`config.mk`:
```
export PLATFORM = sky130hd
export DESIGN_NAME = shift_add_multiplier
export DESIGN_NICKNAME = d
export VERILOG_FILES = /design/src/rtl/mult_pkg.sv /design/src/rtl/add_sub_n.sv /design/src/rtl/full_adder.sv /design/src/rtl/shift_add_multiplier.sv
export SDC_FILE = /design/constraint.sdc
export NUM_CORES = 1
export LEC_CHECK = 0
export BUFFER_PORTS_ARGS = -buffer_cell sky130_fd_sc_hd__buf_2
export CAP_MARGIN = 20
export CORE_MARGIN = 10
export CORE_UTILIZATION = 36
export DETAILED_ROUTE_END_ITERATION = 7
export HOLD_SLACK_MARGIN = 0.15
export PLACE_DENSITY = 0.66
export RECOVER_POWER = 50
export SYNTH_ARGS = -nofsm -noshare
export SYNTH_HDL_FRONTEND = slang
export SYNTH_SLANG_ARGS = --single-unit
```
`constraint.sdc`:
```
create_clock -name Clk -period 5.64 [get_ports Clk]
set_clock_uncertainty 0.2 [all_clocks]
set_input_delay 1.128 -clock Clk [delete_from_list [all_inputs] [get_ports Clk]]
set_output_delay 1.128 -clock Clk [all_outputs]
set_load 0.02 [all_outputs]
```
`src/rtl/mult_pkg.sv`:
```
// rtl/mult_pkg.sv - state encoding and counter sizing shared by the shift/add multiplier
package mult_pkg;

  typedef enum logic [1:0] {IDLE, LOAD, ITER, DONE} mult_state_t;

  // Iteration counter must reach WIDTH-1; never narrower than one bit.
  function automatic int count_w(input int width);
    return (width <= 2) ? 1 : $clog2(width);
  endfunction

endpackage

```
`src/rtl/add_sub_n.sv`:
```
// rtl/add_sub_n.sv - N-bit ripple adder/subtractor (A + B, or A - B when subtract=1)
module add_sub_n #(
  parameter int N = 9
) (
  input  logic [N-1:0] A,
  input  logic [N-1:0] B,
  input  logic         subtract,
  output logic [N-1:0] Sum
);

  logic [N-1:0] b_eff;
  logic [N-1:0] carry;

  assign b_eff    = B ^ {N{subtract}};
  assign carry[0] = subtract;

  genvar i;
  generate
    for (i = 0; i < N - 1; i++) begin : g_fa
      full_adder u_fa (
        .a    (A[i]),
        .b    (b_eff[i]),
        .cin  (carry[i]),
        .sum  (Sum[i]),
        .cout (carry[i+1])
      );
    end
  endgenerate

  // Callers pre-extend operands by one bit, so the final carry out is never needed.
  assign Sum[N-1] = A[N-1] ^ b_eff[N-1] ^ carry[N-1];

endmodule

```
`src/rtl/full_adder.sv`:
```
// rtl/full_adder.sv - single-bit full adder cell for the ripple add/subtract unit
module full_adder (
  input  logic a,
  input  logic b,
  input  logic cin,
  output logic sum,
  output logic cout
);

  assign sum  = a ^ b ^ cin;
  assign cout = (a & b) | (a & cin) | (b & cin);

endmodule

```
`src/rtl/shift_add_multiplier.sv`:
```
// rtl/shift_add_multiplier.sv - sequential signed add/subtract-and-shift multiplier
// Optional MULT_UNSIGNED_MODE_EN adds an is_signed input selecting unsigned operation.
module shift_add_multiplier
  import mult_pkg::*;
#(
  parameter int WIDTH = 8
) (
  input  logic               Clk,
  input  logic               Reset,
  input  logic               Run,
  input  logic [WIDTH-1:0]   S_in,
  input  logic [WIDTH-1:0]   B_in,
`ifdef MULT_UNSIGNED_MODE_EN
  input  logic               is_signed,
`endif
  output logic               busy,
  output logic               done,
  output logic               X,
  output logic [2*WIDTH-1:0] Product
);

  localparam int COUNT_W = count_w(WIDTH);
  localparam logic [COUNT_W-1:0] LAST = COUNT_W'(WIDTH - 1);

  mult_state_t        state, state_next;
  logic [WIDTH-1:0]   a_reg, b_reg, s_reg;
  logic               x_reg;
  logic [COUNT_W-1:0] count;
  logic               mode_signed;
  logic               last_iter;
  logic               shift_in;
  logic [WIDTH:0]     op_a, op_s, sum;

`ifdef MULT_UNSIGNED_MODE_EN
  always_ff @(posedge Clk) begin
    if (Reset)
      mode_signed <= 1'b0;
    else if (state == LOAD)
      mode_signed <= is_signed;
  end
`else
  assign mode_signed = 1'b1;
`endif

  assign last_iter = (count == LAST);
  assign op_a      = {mode_signed & a_reg[WIDTH-1], a_reg};
  assign op_s      = {mode_signed & s_reg[WIDTH-1], s_reg};
  // Unsigned shifts must bring in zero even when X still holds a previous carry.
  assign shift_in  = mode_signed & x_reg;

  add_sub_n #(.N(WIDTH + 1)) u_add_sub (
    .A        (op_a),
    .B        (op_s),
    .subtract (mode_signed & last_iter),
    .Sum      (sum)
  );

  always_ff @(posedge Clk) begin
    if (Reset)
      state <= IDLE;
    else
      state <= state_next;
  end

  always_comb begin
    state_next = state;
    busy       = 1'b0;
    done       = 1'b0;
    case (state)
      IDLE: if (Run) state_next = LOAD;
      LOAD: begin
        busy       = 1'b1;
        state_next = ITER;
      end
      ITER: begin
        busy = 1'b1;
        if (last_iter) state_next = DONE;
      end
      DONE: begin
        done = 1'b1;
        if (!Run) state_next = IDLE;
      end
      default: state_next = IDLE;
    endcase
  end

  always_ff @(posedge Clk) begin
    if (Reset) begin
      a_reg <= '0;
      b_reg <= '0;
      s_reg <= '0;
      x_reg <= 1'b0;
      count <= '0;
    end else begin
      case (state)
        LOAD: begin
          s_reg <= S_in;
          b_reg <= B_in;
          a_reg <= '0;
          x_reg <= 1'b0;
          count <= '0;
        end
        ITER: begin
          if (b_reg[0])
            {x_reg, a_reg, b_reg} <= {sum[WIDTH], sum, b_reg[WIDTH-1:1]};
          else
            {x_reg, a_reg, b_reg} <= {x_reg, shift_in, a_reg, b_reg[WIDTH-1:1]};
          count <= count + COUNT_W'(1);
        end
        default: ;
      endcase
    end
  end

  assign X       = x_reg;
  assign Product = {a_reg, b_reg};

endmodule

```
==> results.md <==
Outcome:
- The flow ran to the end, and the final reports show no timing, DRC or antenna violations.

Floorplanning:
- The vertical die dimension is a little under 90 um.
- The starting utilization of the core area is 0.3770.
- The core region is 4444 um^2.
- Row generation in the floorplan step produced 24 rows.
- The total I/O pin count is 38.
- The floorplan step defined a die boundary enclosing 7783 um^2.
- The overall die width is slightly below 90 um.

Timing:
- At the pin with the least slew margin, the transition time is between 1 and 1.5 ns.
- Setup violations remaining at the end of the flow were counted as 0.
- On the final layout, the worst hold slack is around 0.28 ns.
- The setup slack of the critical path after layout is roughly 1.2 ns.
- The number of max-slew violations in the final report was 0.
- The hold violation total from the final report is 0.
- Subtracting the final worst setup slack from the clock period gives roughly 4.4 ns.
- The maximum clock rate is 225.5 MHz.
- The post-route clock period utilization is 0.7863.
- The worst-case headroom to the max-slew limit is 0.1397.
- Setup repair after global routing left no endpoint under its margin.
- For the final routed database, the setup TNS stands at 0 ns.

Power:
- The design draws roughly 0.79 mW.
- In this run the static leakage power is 0.8485 nW.
- Power spread over the standard cell area amounts to between 400 and 500 nW/um^2.
- The maximum VDD drop is 121.3 uV.

Place:
- Once placement completed, the tool counted placed cells totaling roughly 240.
- The cell area after placement is 1792 um^2.
- The worst setup slack after placement is 1.164 ns.
- The final HPWL from detailed placement is ~2500 um.
- The number of input and output port buffers inserted is 37.
- The last weighted congestion value of the routability-driven placer is around 0.8.

Routing:
- The detail route stage leaves a number of antenna-violating nets equal to 0.
- The first-iteration detailed-routing DRC count is 73.
- The mean number of vias per cell is 4.886.
- In the routed design, unresolved DRC markers number 0.
- Dividing the detail-routed wire length by the instance count gives around 14 um.
- The final wirelength is 3391 um.
- The total iterations of the first detailed-routing run is 4.
- The via count is ~1,200.

Worst hold path:
- The path class of the lowest-slack min-delay path is flip-flop to flip-flop.
- The worst-case hold path end point is count[0].
- The cell depth of the worst min-delay path is 2.
- The worst hold path begins at count[0].

Final layout:
- The number of standard cells in the layout, taps in and fillers out is between 200 and 250.
- Fill cells in the final layout number approximately 460.
- The antenna diode instance count is 0.
- The net count of the finished layout is between 200 and 250.
- Leaving out fill and tap cells, the most frequent cell in the layout is sky130_fd_sc_hd__dfxtp_1.
- The utilization after layout is 0.4215.
- The growth of design area from synthesis to finish is 11.80%.
- The finished cells cover between 1500 and 2000 um^2.
- In the layout the commonest cells are sky130_fd_sc_hd__dfxtp_1 (30), sky130_fd_sc_hd__nor2_1 (29), sky130_fd_sc_hd__buf_2 (29).
- The proportion of layout cells with a drive suffix above 1 is 0.2371.

Global route:
- After global routing the overflow that remains totals 0.
- The initial antenna violation count is 0.
- The via count of the first global-routing pass came to 1,249.
- The largest net degree at the start of global routing is 31.
- The overall fraction of global-route tracks in use is 0.09875.
- The met2 track utilization from global routing is 0.1561.
- For this run, global-route usage on met3 was measured as 0.04320.
- The met1 global-route usage is 0.1102.
- The global-route wire length before repair is approximately 6000 um.
- The most crowded layer after global routing is met2.

CTS:
- The buffer levels on the longest clock path is 2.
- The clock root buffer is sky130_fd_sc_hd__clkbuf_8.
- The clock reaches the later pin of the worst-skew pair after between 0.2 and 0.3 ns.
- The clock-pin transition on the worst setup and hold timing paths is ~0.060 ns.
- After clock tree synthesis, the setup repair step added 0 buffers.
- The clock tree from TritonCTS is yes.
- The post-cts sizing count is 0.
- The H-tree was split into 2 levels.
- The number of buffers inserted by hold repair at cts is 0.
- Counting the buffers created by CTS gives 5.
- CTS saw 30 sinks.

Synthesis:
- The count of warnings emitted by yosys is 0.
- Yosys mapped the design onto 32 distinct sky130hd cell types.
- The cell area that synthesis handed to floorplanning was roughly 1700 um^2.
- The post-synth net total is 202.
- In this run the mean area of a mapped cell was slightly below 10 um^2.
- The register area share after synthesis is 0.3585.
- The number of synthesized register bits is 30.
- The number of standard cells after synthesis is about 170.

Setup path:
- The signal on the critical path passes through ha_1 -> ha_1 -> mux2_2 -> fa_1 -> fa_1 -> inv_1 -> fa_1 -> inv_1 -> fa_1 -> fa_1 -> fa_1 -> inv_1 -> fa_1 -> nand2_1 -> a32oi_1 -> nor2_1.
- The worst flop-to-flop path endpoint is a_reg[6].
- In this design, the stage delay of the slowest critical-path cell is slightly above 0.4 ns.
- The cell repeated most along the worst path is sky130_fd_sc_hd__fa_1.
- The largest fanout on the critical path is 9.
- STA puts the critical path data arrival time at 4.43 ns.
- STA classifies the critical path endpoint as a flip-flop.
- The launch instance of the worst register-to-register path is count[0].
- The critical path contains buffers and inverters numbering 3 combined.
- Across all register-to-register paths, the minimum setup slack is roughly 1.2 ns.
- The critical path launch point type is a flip-flop.
- For this design, the slowest cell found on the critical path is sky130_fd_sc_hd__fa_1.
- Counting cells, the worst reg-to-reg path comes to 16.
- For the worst setup path, the data required time is approximately 5.6 ns.
- The critical path is of the flip-flop to flip-flop type.
- On the critical path the largest part of the delay comes from adder cells.

Flow run:
- The number of max-capacitance violations reported is 0.
-- cell type report --
type / instances / area, um^2 / share of cell area
Timing Repair Buffer: 37 / 175.2 / 0.09352
Multi-Input combinational cell: 111 / 910.9 / 0.4863
Tap cell: 52 / 65.06 / 0.03474
Clock buffer: 7 / 86.33 / 0.04609
Inverter: 8 / 30.03 / 0.01603
Clock inverter: 1 / 5.005 / 0.002672
Sequential cell: 30 / 600.6 / 0.3206
-- synth_stat cells --
cell type                  count  share of area
sky130_fd_sc_hd__mux2_4        4          0.036
sky130_fd_sc_hd__or2_1         1         0.0037
sky130_fd_sc_hd__o31ai_1       1         0.0045
sky130_fd_sc_hd__nand2b_1      1         0.0037
sky130_fd_sc_hd__and2_1        1         0.0037
sky130_fd_sc_hd__or3_1         1         0.0037
sky130_fd_sc_hd__nand3b_1      1         0.0045
sky130_fd_sc_hd__buf_6         2          0.013
sky130_fd_sc_hd__nor3b_1       1         0.0045
sky130_fd_sc_hd__buf_1         1         0.0022
sky130_fd_sc_hd__o21ai_0       2         0.0060
sky130_fd_sc_hd__inv_1         8          0.018
sky130_fd_sc_hd__and3_1        1         0.0037
sky130_fd_sc_hd__a22oi_1       7          0.031
sky130_fd_sc_hd__buf_4         9          0.040
sky130_fd_sc_hd__xnor2_1       1         0.0052
sky130_fd_sc_hd__o311a_2       1         0.0067
sky130_fd_sc_hd__dfxtp_1      30           0.36
sky130_fd_sc_hd__nor2b_1       2         0.0075
sky130_fd_sc_hd__ha_1          7          0.052
sky130_fd_sc_hd__mux2_2        4          0.027
sky130_fd_sc_hd__or2_2         1         0.0037
sky130_fd_sc_hd__nand2_1       3         0.0067
sky130_fd_sc_hd__mux2i_1      15          0.090
sky130_fd_sc_hd__a211oi_1      7          0.031
sky130_fd_sc_hd__a32oi_1       2          0.010
sky130_fd_sc_hd__nor2_1       29          0.065
sky130_fd_sc_hd__buf_2         8          0.024
sky130_fd_sc_hd__xor2_1        6          0.031
sky130_fd_sc_hd__a21oi_1       4          0.012
sky130_fd_sc_hd__fa_1          7          0.084
sky130_fd_sc_hd__a32o_1        1         0.0060
-- power by group --
| part | switching, mW | internal (mW) | total (mW) | leakage (nW) |
|---|---|---|---|---|
| registers | 0.0462 | 0.257 | 0.304 | 0.245 |
| clock network | 0.0762 | 0.0982 | 0.174 | 0.0482 |
| logic | 0.192 | 0.125 | 0.317 | 0.555 |
| total | 0.314 | 0.481 | 0.794 | 0.849 |
-- per-layer routing --
metal | routed length, um | vias up
li1 | - | 612
met4 | 80 | 0
met3 | 236 | 6
met1 | 1451 | 562
met2 | 1623 | 22
met5 | 0 | -
-- worst register-to-register path: cells and delay by family, from the launching register on --
family	cells	cell delay, ns
and+or+nand+nor	2	0.17
adders and majority gates	9	3.02
muxes	1	0.34
AOI/OAI and AO/OA	1	0.10
DFF	1	0.32
buffers and inverters	3	0.20
-- worst max-delay path by stage --
| stage | start | endpoint | slack (ns) | cells after the start |
|---|---|---|---|---|
| after global routing | count[0] | a_reg[6] | 0.93 | 16 |
| after global placement | count[0] | a_reg[6] | 1.31 | 16 |
| after CTS | count[0] | a_reg[6] | 1.18 | 16 |
| after floorplan | count[0] | a_reg[6] | 1.43 | 17 |
| final | count[0] | a_reg[6] | 1.21 | 16 |
| after detailed placement | count[0] | a_reg[6] | 1.16 | 16 |
-- cells by family (layout without fill, tap and decap cells) --
group | after synthesis | after routing | synth area share
flops | 30 | 30 | 0.3585
compound gates | 25 | 25 | 0.1083
xor+xnor | 7 | 7 | 0.03660
buf+inv | 28 | 53 | 0.09783
simple gates | 42 | 42 | 0.1105
mux | 23 | 23 | 0.1523
fa+ha+maj | 14 | 14 | 0.1359
No activity file was read; power rests on OpenSTA's default activity.
